$ cat config.mk
export PLATFORM = sky130hd
export DESIGN_NAME = rbsp_buffer
export DESIGN_NICKNAME = d
export VERILOG_FILES = /design/src/rtl/rbsp_buffer.sv
export SDC_FILE = /design/constraint.sdc
export NUM_CORES = 1
export LEC_CHECK = 0
export ABC_AREA = 0
export BUFFER_PORTS_ARGS = -buffer_cell sky130_fd_sc_hd__buf_2
export CORE_UTILIZATION = 40
export DETAILED_ROUTE_END_ITERATION = 7
export PLACE_DENSITY_LB_ADDON = 0.08
export REMOVE_ABC_BUFFERS = 1
export SKIP_LAST_GASP = 1
export SYNTH_ARGS = -nofsm -noshare
export SYNTH_HDL_FRONTEND = slang
export SYNTH_SLANG_ARGS = --single-unit
$ cat constraint.sdc
create_clock -name clk -period 3.5 [get_ports clk]
set_clock_uncertainty 0.15 [all_clocks]
set_input_delay 0.175 -clock clk [delete_from_list [all_inputs] [get_ports clk]]
set_output_delay 0.175 -clock clk [all_outputs]
set_load 0.1 [all_outputs]
$ cat src/rtl/rbsp_buffer.sv
// rtl/rbsp_buffer.sv - 40-bit MSB-aligned RBSP bit window fed by NAL payload bytes.
// Define RBSP_EPB_REMOVE_EN to strip emulation-prevention 0x03 bytes after two zero bytes.
module rbsp_buffer (
  input  logic        clk,
  input  logic        rst,
  input  logic        ena,
  input  logic        nal_start,
  input  logic [7:0]  nalu_byte_in,
  input  logic        nalu_byte_valid,
  output logic        nalu_byte_ready,
  input  logic [4:0]  forward_len_in,
  output logic [23:0] rbsp_out,
  output logic        rbsp_valid,
  output logic [5:0]  bit_level,
  output logic        protocol_err
);

  logic [39:0] data_q, data_d;
  logic [5:0]  level_q, level_d;
  logic        err_q, err_d;

  logic        held_valid;
  logic        ready;
  logic        accept;
  logic        fwd_illegal;
  logic        consume;
  logic        drop;
  logic [5:0]  cons_len;
  logic [5:0]  level_after;
  logic [39:0] shifted;
  logic [39:0] placed;

`ifdef RBSP_EPB_REMOVE_EN
  logic [1:0]  zero_cnt_q, zero_cnt_d;
`endif

  always_comb begin
    held_valid  = (level_q >= 6'd24);
    ready       = !rst && ena && !nal_start && (level_q <= 6'd32);
    accept      = nalu_byte_valid && ready;
    fwd_illegal = (forward_len_in >= 5'd25) || ((forward_len_in != 5'd0) && !held_valid);
    consume     = ena && !nal_start && !fwd_illegal && (forward_len_in != 5'd0);
    cons_len    = consume ? {1'b0, forward_len_in} : 6'd0;
    level_after = level_q - cons_len;
    shifted     = data_q << cons_len;
    // level_after never exceeds 32 when a byte is accepted, so the byte always fits.
    placed      = {nalu_byte_in, 32'd0} >> level_after;

`ifdef RBSP_EPB_REMOVE_EN
    drop       = accept && (zero_cnt_q == 2'd2) && (nalu_byte_in == 8'h03);
    zero_cnt_d = zero_cnt_q;
    if (ena && nal_start) begin
      zero_cnt_d = 2'd0;
    end else if (accept) begin
      if (nalu_byte_in == 8'h00) begin
        zero_cnt_d = (zero_cnt_q == 2'd2) ? 2'd2 : zero_cnt_q + 2'd1;
      end else begin
        zero_cnt_d = 2'd0;
      end
    end
`else
    drop = 1'b0;
`endif

    data_d  = data_q;
    level_d = level_q;
    err_d   = err_q;
    if (ena) begin
      if (nal_start) begin
        data_d  = 40'd0;
        level_d = 6'd0;
        err_d   = 1'b0;
      end else begin
        data_d  = shifted;
        level_d = level_after;
        if (fwd_illegal) begin
          err_d = 1'b1;
        end
        if (accept && !drop) begin
          data_d  = shifted | placed;
          level_d = level_after + 6'd8;
        end
      end
    end
  end

  always_ff @(posedge clk) begin
    if (rst) begin
      data_q  <= 40'd0;
      level_q <= 6'd0;
      err_q   <= 1'b0;
    end else begin
      data_q  <= data_d;
      level_q <= level_d;
      err_q   <= err_d;
    end
  end

`ifdef RBSP_EPB_REMOVE_EN
  always_ff @(posedge clk) begin
    if (rst) begin
      zero_cnt_q <= 2'd0;
    end else begin
      zero_cnt_q <= zero_cnt_d;
    end
  end
`endif

  assign nalu_byte_ready = ready;
  assign rbsp_out        = rst ? 24'd0 : data_q[39:16];
  assign rbsp_valid      = !rst && held_valid;
  assign bit_level       = level_q;
  assign protocol_err    = err_q;

endmodule

==> impl_metrics.csv, run 1 <==
group,metric,value,unit
yosys,yosysWarnings,0,
power_and_ir_drop,comb_power_share,0.176,
cts,cts_tree,"built",
sta,slew_of_the_pin_with_the_lowest_slew_margin,0.832,ns
yosys,synth_top_family_by_area,"compound AO/OA/AOI/OAI gates",
job,drv.max_cap_violation_count,0,
yosys,avgSynthCellArea,7.42,µm²
setup_path,critical_path_cell_count,15,
global_routing,grt_first_pass_wirelength,33.4,mm
outcome,outcome,"finished clean",
placed_design,globalplace.congestion,0.957,
cts,cts.clk_slew.worst_paths,0.07,ns
setup_path,path_max_fanout,12,
sta,finalSetupViolCount,0,
yosys,post_synth_fa_ha_maj_area_fraction,0.0205,
setup_path,cp.required,3.52,ns
yosys,post_synth_and_or_nand_nor_area_fraction,0.221,
sta,max_freq,293,MHz
routing,first_pass_iters,6,
setup_path,setup.worst_path.end_class,"flop",
cts,tritoncts.num_buffers,5,
setup_path,worst-setup-path-type,"flop to flop",
power_and_ir_drop,switching_share,0.292,
cts,max-clock-path-buffers,2,
placed_design,place_hpwl,16.8,mm
layout,drive_above_1_share,0.227,
routing,total_vias_in_the_final_route,6219,
yosys,muxShareOfSynthArea,0.155,
power_and_ir_drop,cellPowerDensity,216,nW/µm²
floorplanning,fp-row-count,41,
cts,clock_tree.root_cell,"sky130_fd_sc_hd__clkbuf_16",
sta,grt_setup_unrepaired,"yes",
yosys,synth_top_area_share,0.179,
yosys,count_of_flip_flops_with_a_built_in_enable_after_synthesis,0,
layout,mostFrequentLayoutCells,"sky130_fd_sc_hd__buf_4 (67), sky130_fd_sc_hd__nand2_1 (66), sky130_fd_sc_hd__nor2_1 (53)",
yosys,register_area_share_after_synthesis,0.179,
sta,final_hold_viol_count,0,
yosys,synthTopCellsByArea,"sky130_fd_sc_hd__dfxtp_1 (18%), sky130_fd_sc_hd__mux2i_1 (9.7%), sky130_fd_sc_hd__nand2_1 (4.7%)",
setup_path,critical-path-slowest-cell,"sky130_fd_sc_hd__dfxtp_1",
global_routing,grt_util_all_layers,0.329,
yosys,synth_cell_type_count,70,
yosys,synth_area_leader_cell,"sky130_fd_sc_hd__dfxtp_1",
layout,final.fill_count,1325,
floorplanning,die_x,117,µm
placed_design,io_buffers,50,
routing,initialDrtViolationCount,701,
routing,avgRoutedWirePerCell,23.3,µm
routing,postRouteAntennaNets,0,
yosys,postSynthRegisterBits,47,
cts,cts.sinks,47,
cts,cts.htree.levels,2,
floorplanning,chipHeight,117,µm
routing,wl,22.2,mm
routing,detail_route.vias_per_cell,6.54,
min_path,hold-path-cell-count,3,
power_and_ir_drop,leakage,2.49,nW
sta,final_max_slew_viol_count,0,
power_and_ir_drop,vdd_ir_drop_max,0.187,mV
floorplanning,start_util,0.413,
global_routing,globalRouteOverflowTotal,0,
power_and_ir_drop,share_of_total_power_in_the_clock_network,0.419,
routing,drc,0,
cts,worst_skew_pair.late_latency,0.30,ns
layout,antennaDiodeCount,0,
yosys,number_of_standard_cells_after_synthesis,709,
yosys,yosys.area_share.xor_xnor,0.0150,
global_routing,first_global_vias,5596,
setup_path,cell_count_of_the_worst_reg_to_reg_path,15,
sta,timing.final.crit_period,3.41,ns
layout,finalNetCount,805,
setup_path,timing.critical_path.mode_cell,"sky130_fd_sc_hd__buf_4",
yosys,async_reset_ff_frac,0,
setup_path,critical-path-max-stage-delay,0.37,ns
global_routing,antenna_found_initial,0,
setup_path,crit_family,"simple AND/OR/NAND/NOR gates",
min_path,hold_path.class,"input port to flop",
setup_path,crit_arrival,3.43,ns
layout,mostFrequentLayoutCell,"sky130_fd_sc_hd__buf_4",
layout,utilization,0.489,
layout,syn2layout_area_growth,18.2,%
floorplanning,floorplan.io_pins,51,
sta,fin_tns_setup,0,ns
power_and_ir_drop,cell_internal_pwr,0.952,mW
floorplanning,die_area,13600,µm²
yosys,mappedNetlistArea,5260,µm²
sta,timing.max_slew.rel_slack,0.443,
global_routing,maximum_number_of_pins_on_one_net_before_global_route_repair,46,
setup_path,critical_path.n_buffers_inverters,5,
power_and_ir_drop,p_switching,0.392,mW
yosys,predominant_post_synthesis_flop_cell,"sky130_fd_sc_hd__dfxtp_1",
setup_path,cp_cell_sequence,"buf_4 > a21oi_4 > nor4_4 > buf_4 > buf_4 > inv_2 > ha_1 > nor2b_1 > o2111ai_1 > and3_1 > mux2_2 > buf_4 > and3_2 > a22oi_1 > o221ai_1",
yosys,synth_compound_area_frac,0.349,
floorplanning,core_region_area,12700,µm²
power_and_ir_drop,seq_power_share,0.405,
setup_path,start_kind,"flop",
sta,period_utilisation_layout,0.974,
==> power by group through the flow <==
stage / Clock (mW) / Combinational [mW] / Sequential, mW
floorplan: 0 / 0.119 / 0.562
global placement: 0 / 0.227 / 0.557
detailed placement: 0 / 0.228 / 0.557
CTS: 0.563 / 0.230 / 0.544
global route: 0.584 / 0.251 / 0.544
finish: 0.564 / 0.236 / 0.544
==> Yosys cell counts, types with 19 or more instances <==
master	n
sky130_fd_sc_hd__o211ai_1	19
sky130_fd_sc_hd__o22ai_1	27
sky130_fd_sc_hd__mux2i_1	51
sky130_fd_sc_hd__a21oi_1	33
sky130_fd_sc_hd__nand2_1	66
sky130_fd_sc_hd__nor2_1	55
sky130_fd_sc_hd__dfxtp_1	47
sky130_fd_sc_hd__nor2b_1	31
sky130_fd_sc_hd__o21ai_0	32
sky130_fd_sc_hd__nand3_1	24
sky130_fd_sc_hd__a2bb2oi_1	20
sky130_fd_sc_hd__clkbuf_1	30
sky130_fd_sc_hd__o21ai_1	29
sky130_fd_sc_hd__a22oi_1	29
==> cells by family after synthesis <==
group | after synthesis
xor+xnor | 9
mux | 74
compound gates | 264
fa+ha+maj | 8
buf+inv | 75
flops | 47
simple gates | 232
==> per-stage QoR <==
step / power (mW) / hold slack (ns) / worst slack, ns / instances / instance area, µm²
final: 1.34 / 0.0925 / 0.0900 / 951 / 6220
after CTS: 1.34 / 0.0805 / 0.0146 / 946 / 6150
after detailed placement: 0.785 / 0.285 / 0.0106 / 938 / 5970
after floorplan: 0.681 / 0.103 / -2.07 / 652 / 5010
after global placement: 0.783 / 0.277 / 0.0574 / 938 / 5970
after global routing: 1.38 / 0.113 / -0.0324 / 951 / 6220
==> area by class of cell <==
type | count | area [µm²] | share of cell area
clock buffers | 5 | 125 | 0.0201
clock inverters | 2 | 37.5 | 0.00604
inverters | 18 | 67.6 | 0.0109
multi-input cells | 587 | 4030 | 0.649
flip-flops and latches | 47 | 942 | 0.152
well taps | 172 | 215 | 0.0346
repair buffers | 120 | 795 | 0.128
==> path summary, 6_finish.rpt <==
path | slack, ns | endpoint | from
max | 0.09 | data_q[34] | bit_level[3]
min | 0.09 | protocol_err | ena
max reg2reg | 0.09 | data_q[34] | bit_level[3]
min reg2reg | 0.33 | bit_level[0] | bit_level[0]
==> tightest hold or removal path, stage by stage <==
cell and delay, ns:
sky130_fd_sc_hd__buf_2 0.08, sky130_fd_sc_hd__buf_4 0.15, sky130_fd_sc_hd__a211oi_1 0.08
==> state kept, by name, indices dropped and copies added (netlist names) <==
| register | flops |
|---|---|
| data_q | 40 |
| bit_level | 6 |
| protocol_err | 1 |
==> layer usage <==
layer,global-route usage,routed length (µm)
met5,0,0
met2,0.518,9910
met4,0.108,674
met1,0.442,9610
met3,0.0799,1990
==> what timing repair did <==
action	in CTS	in global routing
buffers inserted	0	5
endpoints found under the hold margin	1	0
hold buffers	1	0
endpoints found under the setup margin	1	32
resized for setup	1	14
pin swaps	0	5
(Power assumes the default switching activity.)
==> run 2, diff against run 1 <==
MAX_ROUTING_LAYER = met4   (was unset)
==> run 2 against run 1 <==
  * Cell area fell by 0.24%
  * Critical path type unchanged
  * Sequential cell count stayed put
  * Global-route usage up 1.1 points
  * Final cell count down 0.32%
==> impl_metrics.csv, run 2 (synthesis gave the netlist of run 1 again) <==
group,metric,value,unit
setup_path,start_kind,"flop",
power_and_ir_drop,leakage,2.47,nW
global_routing,antenna_found_initial,1,
outcome,outcome,"finished clean",
global_routing,first_global_vias,5620,
sta,finalSetupViolCount,0,
cts,tritoncts.num_buffers,5,
routing,avgRoutedWirePerCell,23.4,µm
setup_path,crit_arrival,3.44,ns
routing,drc,0,
power_and_ir_drop,switching_share,0.274,
placed_design,io_buffers,50,
setup_path,worst-setup-path-type,"flop to flop",
setup_path,setup.worst_path.end_class,"flop",
sta,hold_ws,0.0805,ns
global_routing,grt_util_all_layers,0.341,
layout,mostFrequentLayoutCell,"sky130_fd_sc_hd__nand2_1",
cts,cts.clk_slew.worst_paths,0.07,ns
job,drv.max_cap_violation_count,0,
setup_path,cp_cell_sequence,"buf_4 > a21oi_4 > buf_4 > nor4_4 > inv_2 > ha_1 > a21oi_1 > o21ai_1 > xnor2_1 > inv_2 > nor3_1 > a221oi_1 > buf_4 > o21ai_1",
routing,first_pass_iters,5,
layout,utilization,0.487,
sta,final_max_slew_viol_count,0,
floorplanning,floorplan.io_pins,51,
layout,drive_above_1_share,0.218,
layout,mostFrequentLayoutCells,"sky130_fd_sc_hd__nand2_1 (66), sky130_fd_sc_hd__buf_4 (62), sky130_fd_sc_hd__nor2_1 (54)",
setup_path,critical-path-slowest-cell,"sky130_fd_sc_hd__nor3_1",
global_routing,globalRouteOverflowTotal,0,
routing,postRouteAntennaNets,0,
setup_path,crit_family,"simple AND/OR/NAND/NOR gates",
cts,cts.htree.levels,2,
setup_path,critical_path.n_buffers_inverters,5,
sta,timing.max_slew.rel_slack,0.445,
placed_design,place_hpwl,16.8,mm
layout,stdcell_count,948,
setup_path,critical-path-max-stage-delay,0.49,ns
floorplanning,core_region_area,12700,µm²
floorplanning,die_x,117,µm
placed_design,globalplace.congestion,0.967,
cts,cts_tree,"built",
sta,max_freq,298,MHz
sta,period_utilisation_layout,0.960,
power_and_ir_drop,share_of_total_power_in_the_clock_network,0.449,
power_and_ir_drop,seq_power_share,0.385,
power_and_ir_drop,p_switching,0.388,mW
global_routing,maximum_number_of_pins_on_one_net_before_global_route_repair,46,
placed_design,place.detailed.instances,936,
cts,clock_tree.root_cell,"sky130_fd_sc_hd__clkbuf_16",
routing,detail_route.vias_per_cell,6.48,
power_and_ir_drop,comb_power_share,0.167,
routing,total_vias_in_the_final_route,6139,
layout,largest_register,"data_q",
routing,wl,22.2,mm
power_and_ir_drop,cell_internal_pwr,1.03,mW
sta,slew_of_the_pin_with_the_lowest_slew_margin,0.829,ns
layout,finalNetCount,800,
setup_path,timing.critical_path.mode_cell,"sky130_fd_sc_hd__buf_4",
global_routing,grt_first_pass_wirelength,33.4,mm
floorplanning,die_area,13600,µm²
min_path,hold_path.class,"input port to flop",
cts,max-clock-path-buffers,2,
sta,fin_tns_setup,0,ns
routing,initialDrtViolationCount,743,
layout,syn2layout_area_growth,17.9,%
power_and_ir_drop,vdd_ir_drop_max,0.173,mV
floorplanning,chipHeight,117,µm
layout,largest_register_ff_count,40,
sta,timing.final.crit_period,3.36,ns
setup_path,path_max_fanout,13,
floorplanning,fp-row-count,41,
cts,worst_skew_pair.late_latency,0.30,ns
power_and_ir_drop,cellPowerDensity,228,nW/µm²
sta,final_hold_viol_count,0,
setup_path,cp.required,3.58,ns
cts,cts.sinks,47,
floorplanning,start_util,0.413,
-- run 2: worst min-delay path, delay by kind of cell --
family          cells  cell delay [ns]
buf+inv             2             0.24
compound gates      1             0.07
-- run 2: per-stage QoR --
stage                     power [mW]  cell area [µm²]  setup slack, ns
after floorplan                0.681             5010            -2.07
after global placement         0.782             5960           0.0909
after detailed placement       0.785             5960          0.00594
after CTS                       1.42             6160           0.0136
after global routing            1.46             6200          -0.0397
final                           1.42             6200            0.140
-- run 2: final cells by class --
| cell class | count | area, µm² |
|---|---|---|
| well taps | 172 | 215 |
| diodes | 1 | 2.50 |
| clock buffers | 6 | 129 |
| inverters | 18 | 67.6 |
| repair buffers | 115 | 751 |
| multi-input cells | 587 | 4040 |
| fillers | 1335 | 6520 |
| flip-flops and latches | 47 | 941 |
| clock inverters | 2 | 60.1 |
-- run 2: power by group through the flow --
stage	clock, mW	combinational (mW)	sequential [mW]
6_report	0.635	0.236	0.544
2_1_floorplan	0	0.119	0.562
5_1_grt	0.662	0.250	0.544
3_5_place_dp	0	0.229	0.556
3_3_place_gp	0	0.226	0.556
4_1_cts	0.644	0.230	0.544
-- run 2: routing by layer --
metal,vias up,share of wire,global-route usage
met5,-,0,-
met4,0,0.038,0.137
met3,49,0.085,0.0540
met2,326,0.44,0.506
met1,2925,0.44,0.460
li1,2839,-,-
-- run 2: path summary, 6_finish.rpt --
kind / start / to / slack, ns / cells after the start
worst max-delay path: bit_level[4] / data_q[7] / 0.14 / 14
worst min-delay path: ena / protocol_err / 0.08 / 3
worst max register to register: bit_level[4] / data_q[7] / 0.14 / 14
worst min register to register: bit_level[0] / bit_level[0] / 0.32 / 2
-- run 2: what timing repair did --
action / 4_1_cts / 5_1_grt
gates resized for setup: 1 / 9
setup endpoints to repair: 2 / 26
setup buffers: 0 / 2
hold buffers: 1 / 0
hold endpoints to repair: 1 / 0
pin swaps: 0 / 4
==> run 3, diff against run 2 <==
ABC_AREA = 1   (was 0)
==> run 3 against run 2 <==
  * Utilization decreased by 2.9 points
  * Clock power decreased by 23%
  * Clock-buffer cell count decreased by 1
  * First-iteration DRC count decreased by 17%
  * Global-route usage decreased by 3.9 points
  * Sequential share of layout area increased by 0.93 points
  * Worst hold slack improved by 0.14 ns
  * Register-to-register slack about the same
  * Largest power group is now sequential cells
==> impl_metrics.csv, run 3 <==
group,metric,value,unit
setup_path,worst-setup-path-type,"flop to flop",
floorplanning,fp-row-count,41,
setup_path,path_max_fanout,5,
placed_design,place.detailed.instances,1187,
sta,slew_of_the_pin_with_the_lowest_slew_margin,0.800,ns
cts,worst_skew_pair.late_latency,0.30,ns
floorplanning,start_util,0.415,
global_routing,first_global_vias,5796,
global_routing,grt_first_pass_wirelength,30.5,mm
layout,stdcell_count,1201,
yosys,avgSynthCellArea,5.29,µm²
power_and_ir_drop,leakage,2.92,nW
setup_path,cp.required,3.55,ns
outcome,outcome,"finished clean",
yosys,muxShareOfSynthArea,0.00189,
yosys,post_synth_fa_ha_maj_area_fraction,0.0203,
yosys,synth_compound_area_frac,0.0906,
min_path,worst_hold_path.endpoint,"bit_level[0]",
floorplanning,chipHeight,117,µm
cts,tritoncts.num_buffers,5,
job,drv.max_cap_violation_count,0,
placed_design,place_hpwl,14.8,mm
sta,timing.max_slew.rel_slack,0.464,
yosys,register_area_share_after_synthesis,0.177,
global_routing,maximum_number_of_pins_on_one_net_before_global_route_repair,45,
sta,final_hold_viol_count,0,
layout,largest_register,"data_q",
layout,mostFrequentLayoutCells,"sky130_fd_sc_hd__nand2_1 (367), sky130_fd_sc_hd__nand3_1 (247), sky130_fd_sc_hd__inv_1 (78)",
cts,max-clock-path-buffers,2,
yosys,ys_top_cells_by_count,"sky130_fd_sc_hd__nand2_1 (367), sky130_fd_sc_hd__nand3_1 (247), sky130_fd_sc_hd__inv_1 (79)",
yosys,synth_top_family_by_area,"simple AND/OR/NAND/NOR gates",
yosys,synthTopCellsByArea,"sky130_fd_sc_hd__nand2_1 (26%), sky130_fd_sc_hd__nand3_1 (23%), sky130_fd_sc_hd__dfxtp_1 (18%)",
routing,drc,0,
layout,largest_register_ff_count,40,
setup_path,setup.worst_path.end_class,"flop",
yosys,synth_cell_type_count,40,
yosys,predominant_post_synthesis_flop_cell,"sky130_fd_sc_hd__dfxtp_1",
cts,clock_tree.root_cell,"sky130_fd_sc_hd__clkbuf_16",
yosys,count_of_flip_flops_with_a_built_in_enable_after_synthesis,0,
yosys,synth_top_area_share,0.260,
setup_path,endpoint_of_the_most_critical_register_to_register_path,"data_q[16]",
sta,finalSetupViolCount,0,
routing,postRouteAntennaNets,0,
floorplanning,die_area,13700,µm²
layout,final.fill_count,1463,
min_path,hold_path.class,"input port to flop",
routing,avgRoutedWirePerCell,15.8,µm
yosys,post_synth_and_or_nand_nor_area_fraction,0.582,
setup_path,reg2reg_slack,0.15,ns
sta,period_utilisation_layout,0.958,
cts,cts.sinks,47,
setup_path,regToRegStartpoint,"bit_level[5]",
setup_path,crit_arrival,3.40,ns
routing,detail_route.vias_per_cell,5.39,
floorplanning,die_x,117,µm
layout,antennaDiodeCount,0,
global_routing,grt_util_all_layers,0.302,
yosys,async_reset_ff_frac,0,
floorplanning,floorplan.io_pins,51,
cts,cts.clk_slew.worst_paths,0.07,ns
yosys,synth_area_leader_cell,"sky130_fd_sc_hd__nand2_1",
global_routing,antenna_found_initial,0,
yosys,yosys.area_share.xor_xnor,0.00802,
power_and_ir_drop,cellPowerDensity,201,nW/µm²
setup_path,start_kind,"flop",
yosys,mappedNetlistArea,5300,µm²
yosys,count_leader_synth,"sky130_fd_sc_hd__nand2_1",
cts,cts.htree.levels,2,
yosys,postSynthRegisterBits,47,
cts,cts_tree,"built",
sta,max_freq,298,MHz
global_routing,globalRouteOverflowTotal,0,
setup_path,cell_count_of_the_worst_reg_to_reg_path,16,
sta,timing.final.crit_period,3.35,ns
sta,final_max_slew_viol_count,0,
layout,drive_above_1_share,0.113,
placed_design,io_buffers,50,
yosys,number_of_standard_cells_after_synthesis,1002,
routing,first_pass_iters,6,
layout,syn2layout_area_growth,10.3,%
layout,mostFrequentLayoutCell,"sky130_fd_sc_hd__nand2_1",
yosys,yosysWarnings,0,
floorplanning,core_region_area,12800,µm²
routing,total_vias_in_the_final_route,6469,
sta,fin_tns_setup,0,ns
layout,finalNetCount,1056,
placed_design,globalplace.congestion,0.994,
min_path,holdCritStartpoint,"rst",
routing,initialDrtViolationCount,619,
setup_path,worst_setup_path_startpoint,"bit_level[5]",
min_path,hold-path-cell-count,4,
power_and_ir_drop,vdd_ir_drop_max,0.152,mV
routing,wl,19.0,mm
==> run 3: report_power, final <==
group,switching [mW],internal (mW),leakage (nW)
sequential,0.00120,0.537,0.379
clock,0.230,0.258,0.0618
combinational,0.108,0.0400,2.48
==> run 3: layer usage <==
layer,track usage,share of wire
met2,0.453,0.43
met5,-,0
met4,0.0759,0.017
met3,0.0438,0.058
met1,0.424,0.50
==> run 3: area by class of cell <==
cell class                      count  area (µm²)  share of cell area
Sequential cell                    47         942               0.161
Inverter                           87         337              0.0575
Timing Repair inverter              1        5.00            0.000855
Clock inverter                      1        7.51             0.00128
Timing Repair Buffer               78         465              0.0796
Tap cell                          172         215              0.0368
Multi-Input combinational cell    810        3750               0.642
Clock buffer                        5         125              0.0214
==> run 3: critical path, stage by stage, from the launching register on <==
cell,delay [ns]
sky130_fd_sc_hd__dfxtp_1,0.33
sky130_fd_sc_hd__inv_1,0.14
sky130_fd_sc_hd__nand2_1,0.16
sky130_fd_sc_hd__nand4_4,0.18
sky130_fd_sc_hd__nor2_4,0.06
sky130_fd_sc_hd__ha_1,0.21
sky130_fd_sc_hd__fa_2,0.61
sky130_fd_sc_hd__clkinvlp_4,0.14
sky130_fd_sc_hd__or2_2,0.30
sky130_fd_sc_hd__o21ai_0,0.13
sky130_fd_sc_hd__nand2_1,0.15
sky130_fd_sc_hd__nand2_1,0.13
sky130_fd_sc_hd__nor2_1,0.09
sky130_fd_sc_hd__a21oi_1,0.24
sky130_fd_sc_hd__nand2_1,0.10
sky130_fd_sc_hd__nand2_1,0.08
sky130_fd_sc_hd__nand2_1,0.06
==> run 3: kinds of logic (layout without fill, tap and decap cells) <==
logic type | Yosys count | after routing
compound gates | 89 | 89
xor+xnor | 4 | 4
fa+ha+maj | 8 | 8
flops | 47 | 47
simple gates | 708 | 708
buf+inv | 145 | 172
mux | 1 | 1
==> run 3: worst max-delay path by stage <==
stage,slack [ns],to
floorplan,-0.89,data_q[3]
global placement,0.14,data_q[17]
detailed placement,0.09,data_q[8]
CTS,0.07,data_q[8]
global route,-0.009,data_q[15]
finish,0.15,data_q[16]
==> run 3: repair_timing <==
item	CTS	global route
gates resized for setup	0	14
setup endpoints to repair	0	20
setup buffers	0	5
hold buffers	2	0
hold endpoints to repair	1	0
==> run 3: stage by stage <==
stage / utilization / power (mW) / worst slack [ns] / hold slack [ns] / instance area [µm²]
after CTS: 0.452 / 1.19 / 0.0672 / 0.217 / 5770
after global placement: 0.440 / 0.693 / 0.143 / 0.271 / 5620
after floorplan: - / 0.636 / -0.885 / 0.103 / 5000
final: 0.458 / 1.17 / 0.146 / 0.223 / 5850
after detailed placement: 0.440 / 0.691 / 0.0911 / 0.270 / 5620
after global routing: 0.458 / 1.22 / -0.00860 / 0.255 / 5850
